### config.mk
export PLATFORM = sky130hd
export DESIGN_NAME = conv_window_gen_flat
export DESIGN_NICKNAME = d
export VERILOG_FILES = /design/src/rtl/conv_window_gen_if.sv /design/src/rtl/conv_window_gen.sv /design/src/flat_wrapper.sv
export SDC_FILE = /design/constraint.sdc
export NUM_CORES = 2
export LEC_CHECK = 0
export ABC_AREA = 0
export BUFFER_PORTS_ARGS = -buffer_cell sky130_fd_sc_hd__buf_2
export CELL_PAD_IN_SITES_DETAIL_PLACEMENT = 2
export CELL_PAD_IN_SITES_GLOBAL_PLACEMENT = 2
export CORE_ASPECT_RATIO = 0.5
export CORE_MARGIN = 2
export CORE_UTILIZATION = 47
export CTS_CLUSTER_DIAMETER = 80
export DETAILED_ROUTE_END_ITERATION = 8
export GPL_TIMING_DRIVEN = 0
export PLACE_DENSITY_LB_ADDON = 0.08
export SYNTH_ARGS = -nofsm -noshare
export SYNTH_HDL_FRONTEND = slang
export SYNTH_SLANG_ARGS = --single-unit
### constraint.sdc
create_clock -name clk -period 4.7 [get_ports clk]
set_input_delay 0.94 -clock clk [delete_from_list [all_inputs] [get_ports clk]]
set_output_delay 0.94 -clock clk [all_outputs]
set_load 0.02 [all_outputs]
### src/rtl/conv_window_gen_if.sv
// conv_window_gen_if: pixel-in / window-out handshake bundle for conv_window_gen.
// m_last exists only when WIN_LAST_EN is defined.
interface conv_window_gen_if #(
    parameter int DWIDTH_DAT = 12,
    parameter int SLICE      = 3
);
    logic                              s_valid;
    logic                              s_ready;
    logic                              s_sof;
    logic [DWIDTH_DAT-1:0]             s_data;
    logic                              m_valid;
    logic                              m_ready;
    logic [SLICE*SLICE*DWIDTH_DAT-1:0] m_window;
`ifdef WIN_LAST_EN
    logic                              m_last;
`endif

    modport slave (
        input  s_valid, s_sof, s_data, m_ready,
        output s_ready, m_valid, m_window
`ifdef WIN_LAST_EN
        , output m_last
`endif
    );

    modport master (
        output s_valid, s_sof, s_data, m_ready,
        input  s_ready, m_valid, m_window
`ifdef WIN_LAST_EN
        , input m_last
`endif
    );
endinterface

### src/rtl/conv_window_gen.sv
// conv_window_gen: streaming SLICE x SLICE sliding-window generator over raster RGB444 pixels.
// Optional WIN_LAST_EN adds m_last flagging the final window of each frame.
module conv_window_gen #(
    parameter int DWIDTH_DAT = 12,
    parameter int SLICE      = 3,
    parameter int IMG_W      = 64,
    parameter int IMG_H      = 48
) (
    input logic              clk,
    input logic              rst_n,
    conv_window_gen_if.slave bus
);
    localparam int CW = $clog2(IMG_W);
    localparam int RW = $clog2(IMG_H);
    localparam logic [CW-1:0] COL_MAX   = CW'(IMG_W - 1);
    localparam logic [RW-1:0] ROW_MAX   = RW'(IMG_H - 1);
    localparam logic [CW-1:0] COL_FIRST = CW'(SLICE - 1);
    localparam logic [RW-1:0] ROW_FIRST = RW'(SLICE - 1);

    typedef logic [DWIDTH_DAT-1:0] pix_t;

    logic [CW-1:0] col_q, col_d, cur_col;
    logic [RW-1:0] row_q, row_d, cur_row;
    logic          m_valid_q, m_valid_d;
    logic          accept, complete, col_wrap;
    pix_t          win_q [SLICE][SLICE];
    pix_t          win_d [SLICE][SLICE];
    pix_t          lb_q [SLICE-1][IMG_W];
    pix_t          col_pix [SLICE];

    assign bus.s_ready = ~m_valid_q | bus.m_ready;
    assign accept      = bus.s_valid & bus.s_ready;
    assign cur_col     = bus.s_sof ? '0 : col_q;
    assign cur_row     = bus.s_sof ? '0 : row_q;
    assign col_wrap    = cur_col == COL_MAX;
    assign complete    = cur_col >= COL_FIRST && cur_row >= ROW_FIRST;
    assign col_d       = !accept ? col_q : col_wrap ? '0 : cur_col + 1'b1;
    assign row_d       = !accept ? row_q : !col_wrap ? cur_row : cur_row == ROW_MAX ? '0 : cur_row + 1'b1;
    assign m_valid_d   = accept ? complete : bus.m_ready ? 1'b0 : m_valid_q;

    // Column entering the window: oldest line on top, live pixel at the bottom.
    always_comb begin
        for (int k = 0; k < SLICE - 1; k++) col_pix[k] = lb_q[k][cur_col];
        col_pix[SLICE-1] = bus.s_data;
    end

    always_comb begin
        win_d = win_q;
        if (accept)
            for (int r = 0; r < SLICE; r++) begin
                for (int c = 0; c < SLICE - 1; c++) win_d[r][c] = win_q[r][c+1];
                win_d[r][SLICE-1] = col_pix[r];
            end
    end

    // Line buffers age one line per pass: each slot takes the value from the buffer below it.
    always_ff @(posedge clk)
        if (accept)
            for (int k = 0; k < SLICE - 1; k++) lb_q[k][cur_col] <= col_pix[k+1];

    always_ff @(posedge clk)
        if (!rst_n) begin
            col_q     <= '0;
            row_q     <= '0;
            m_valid_q <= 1'b0;
            win_q     <= '{default: '0};
        end else begin
            col_q     <= col_d;
            row_q     <= row_d;
            m_valid_q <= m_valid_d;
            win_q     <= win_d;
        end

    // The window regs only move on accept, which cannot happen while a window is stalled.
    for (genvar r = 0; r < SLICE; r++)
        for (genvar c = 0; c < SLICE; c++)
            assign bus.m_window[DWIDTH_DAT*(r*SLICE+c) +: DWIDTH_DAT] = win_q[r][c];

    assign bus.m_valid = m_valid_q;

`ifdef WIN_LAST_EN
    logic m_last_q, m_last_d;

    assign m_last_d = accept ? col_wrap && cur_row == ROW_MAX : bus.m_ready ? 1'b0 : m_last_q;

    always_ff @(posedge clk)
        if (!rst_n) m_last_q <= 1'b0;
        else        m_last_q <= m_last_d;

    assign bus.m_last = m_last_q;
`endif
endmodule

### src/flat_wrapper.sv
// flat-port wrapper written by rule: the top's interface ports become plain ports
module conv_window_gen_flat 
#(
    parameter int DWIDTH_DAT = 12,
    parameter int SLICE      = 3,
    parameter int IMG_W      = 64,
    parameter int IMG_H      = 48
)
  (clk, rst_n, bus_s_valid, bus_s_sof, bus_s_data, bus_m_ready, bus_s_ready, bus_m_valid, bus_m_window);
  conv_window_gen_if #(.DWIDTH_DAT(DWIDTH_DAT), .SLICE(SLICE)) bus_i ();
  input logic clk;
  input logic rst_n;
  input wire logic [$bits(bus_i.s_valid)-1:0] bus_s_valid;
  input wire logic [$bits(bus_i.s_sof)-1:0] bus_s_sof;
  input wire logic [$bits(bus_i.s_data)-1:0] bus_s_data;
  input wire logic [$bits(bus_i.m_ready)-1:0] bus_m_ready;
  output wire logic [$bits(bus_i.s_ready)-1:0] bus_s_ready;
  output wire logic [$bits(bus_i.m_valid)-1:0] bus_m_valid;
  output wire logic [$bits(bus_i.m_window)-1:0] bus_m_window;
  assign bus_i.s_valid = bus_s_valid;
  assign bus_i.s_sof = bus_s_sof;
  assign bus_i.s_data = bus_s_data;
  assign bus_i.m_ready = bus_m_ready;
  assign bus_s_ready = bus_i.s_ready;
  assign bus_m_valid = bus_i.m_valid;
  assign bus_m_window = bus_i.m_window;
  conv_window_gen #(.DWIDTH_DAT(DWIDTH_DAT), .SLICE(SLICE), .IMG_W(IMG_W), .IMG_H(IMG_H)) u_core (.clk(clk), .rst_n(rst_n), .bus(bus_i));
endmodule
==> impl_metrics.toml <==
[cells_and_area]
layout-drive-gt1-share = 0.1648
design_area_um2 = 75520
final_cell_mix = "edfxtp_1 (1536), mux2i_1 (437), nand2_1 (319)"
area_delta_synth_final_pct = 16.91
nFillCells = 11869
final_util = 0.5520
final_common_cell = "edfxtp_1"
nets = 4477

[min_path]
holdCritPathClass = "reg -> reg"

[timing]
fin_skew_ps = 53.60
rsz0062_at_grt = "no"
holdWs_ps = 454.0
fmax_mhz = 205.1
fin_crit_ps = 4875
hold_viol_final = 0
max_slew_margin = 0.005585
setup_viol = 264
tightest_slew_ps = 1492
fin_crit_sh = 1.037
drv_slew = 0
worst_slack_ps = -174.6

[floorplan]
die_w_um = 528.3
io_pins = 127
die_area_um2 = 140600
fp.dieH_um = 266.1
initial_core_util = 0.4722
row_count = 96
core_um2 = 136800

[worst_setup_path]
crit_path_cell_trace = "inv_1 -> nand3_1 -> clkbuf_2 -> o22ai_1 -> or4_2 -> buf_12 -> o21ba_1"
cp_data_required_time_ps = 5390
worstSetupPathType = "reg -> reg"
crit_buf_inv = 3
arrival_ps = 5560
r2r_setup_slack_ps = -170
slowest_stage = "or4_2"
cp-start-kind = "flip-flop"
critPathMaxStageDelay_ps = 1080
cp_top_family = "simple AND/OR/NAND/NOR gates"
endpoint_kind = "flip-flop"
crit_fanout = 45

[clock_network]
clk_latency_ps = 840
cts.sink_count = 1657
cts_tree = "built"
hold_buffers = 0
clkTransAtPathRegs_ps = 70
cts_buffers = 156
clock-root-buffer = "clkbuf_16"
ctsHtreeMaxLevel = 4
clk_path_buf_depth = 4

[power]
sw_frac_of_total = 0.2503
power.share.sequential = 0.517
combPwrFrac = 0.072
vdd_drop_max_mv = 0.3450
p_int_mw = 23.69
clkPwrFrac = 0.411
power_density_nw_per_um2 = 418.4
p_leak_nw = 24.37
p_sw_mw = 7.910

[synth]
yosys.area_share.simple = 0.03612
synth_top_family_by_area = "compound AO/OA/AOI/OAI gates"
syn_nets = 4057
syn_inst = 4038
synthMuxAreaShare = 0.08096
yosys.area.top_type_share = 0.7140
synthFlopType = "edfxtp_1"
async_flop_share = 0
syn_area_per_cell_um2 = 16.00
yosysWarnings = 0
synth-adder-area-share = 0.0003874
synth_seq_cells = 1657
yosysUniqueCellTypes = 63
synth_area_um2 = 64600
synth-xor-area-share = 0.0001356
yosys.area.top_type = "edfxtp_1"
synth-edff-count = 1536
ys_top_cells_by_area = "edfxtp_1 (71%), mux2i_1 (6.8%), dfxtp_1 (3.7%), nand2_1 (1.9%), a22o_1 (1.8%)"
seq_area_frac_synth = 0.7515
synth_compound_area_frac = 0.1107

[route]
vias_per_cell = 7.235
vias = 46289
drc = 0
drtIter0Drc = 7870
wl_per_cell_um = 47.65
first_pass_iters = 8
antenna_left = 0
wirelength_um = 304800

[placed_design]
portBuffers = 125
gp_congestion = 0.9592
hpwl_um = 189700
placed_area_um2 = 69740

[job]
drv_cap = 1

[global_routing]
track_usage = 0.4267
grt_overflow_total = 0
grt_pass1_wl_um = 407700
antenna_found_initial = 27
grt_start_max_net_pins = 66
grt_pass1_vias = 47543

[outcome]
violations = "max-capacitance violations, negative setup slack"
status = "complete, but fails checks"
==> power by group through the flow <==
| stage | Combinational [mW] | Sequential [mW] | Clock [mW] |
|---|---|---|---|
| 2_1_floorplan | 0.960 | 16.7 | 0 |
| 3_3_place_gp | 1.91 | 16.7 | 0 |
| 6_report | 2.26 | 16.3 | 13.0 |
| 3_5_place_dp | 2.10 | 16.7 | 0 |
| 4_1_cts | 2.15 | 16.3 | 12.8 |
| 5_1_grt | 2.26 | 16.3 | 13.4 |
==> worst min-delay path, stage by stage (launching register included) <==
cell	delay (ps)
dfxtp_1	310
nand2_1	50
a21oi_1	50
==> layout make-up <==
| type | instances | area (um2) | area share |
|---|---|---|---|
| diodes | 15 | 37.54 | 0.0004970 |
| plain buffers | 286 | 1331 | 0.01763 |
| clock buffers | 213 | 4313 | 0.05711 |
| clock inverters | 57 | 465.4 | 0.006163 |
| inverters | 8 | 30.03 | 0.0003976 |
| multi-input cells | 2084 | 15370 | 0.2036 |
| flip-flops and latches | 1657 | 48550 | 0.6428 |
| well taps | 1813 | 2268 | 0.03004 |
| repair buffers | 265 | 3153 | 0.04175 |
==> stage by stage <==
stage	setup WS (ps)	setup TNS (ps)	std cells	power (mW)
finish	-174.6	-18920	6398	31.60
global route	7.376	0	6383	31.96
CTS	11.34	0	6367	31.28
detailed placement	-2467	-2557640	6057	18.78
global placement	-4114	-6144960	5976	18.61
floorplan	763.9	0	4038	17.67
==> cell usage after synthesis, drive strengths merged (19+ instances only) <==
cell type	count
edfxtp	1536
mux2i	437
nand2	320
o21ai	201
a21oi	179
clkbuf	170
o22ai	168
a22o	130
a211oi	128
dfxtp	121
buf	119
nor2	99
a22oi	45
a221oi	34
mux2	34
mux4	21
o221ai	21
o211ai	19
==> what timing repair did <==
item	CTS	global route
setup buffers	42	16
setup endpoints to repair	1631	681
resized for setup	35	29
pin swaps	21	10
==> path summary, 6_finish.rpt <==
check                                                     startpoint                              endpoint  cells past startpoint
worst max-delay path                    u_core.col_q[5]$_SDFFE_PN0P_  u_core.bus.m_window[67]$_SDFFE_PN0P_                      7
worst min-delay path            u_core.bus.m_window[38]$_SDFFE_PN0P_  u_core.bus.m_window[38]$_SDFFE_PN0P_                      2
worst max register to register          u_core.col_q[5]$_SDFFE_PN0P_  u_core.bus.m_window[67]$_SDFFE_PN0P_                      7
worst min register to register  u_core.bus.m_window[38]$_SDFFE_PN0P_  u_core.bus.m_window[38]$_SDFFE_PN0P_                      2
==> layer usage <==
| metal | vias to the layer above | wire (um) | global-route usage |
|---|---|---|---|
| met5 | - | 134 | 0 |
| met4 | 22 | 20320 | 0.2509 |
| met3 | 1103 | 40550 | 0.1434 |
| met2 | 4170 | 133800 | 0.6426 |
| met1 | 24050 | 110000 | 0.5392 |
| li1 | 16944 | - | - |
==> cell families (layout without fill, tap and decap cells) <==
kind of cell | count (synthesis) | in the layout
DFF | 1657 | 1657
AOI/OAI and AO/OA | 1051 | 1051
and+or+nand+nor | 538 | 538
muxes | 492 | 492
buffers and inverters | 297 | 829
adders and majority gates | 2 | 2
xor gates and xnor gates | 1 | 1
other | 0 | 15
==> registers in the layout, summed over array words and instances (netlist names) <==
signal               count
u_core.lb_q           1536
u_core.bus.m_window    108
u_core.col_q             6
u_core.row_q             6
u_core.bus.m_valid       1
No activity file was read; power rests on OpenSTA's default activity.
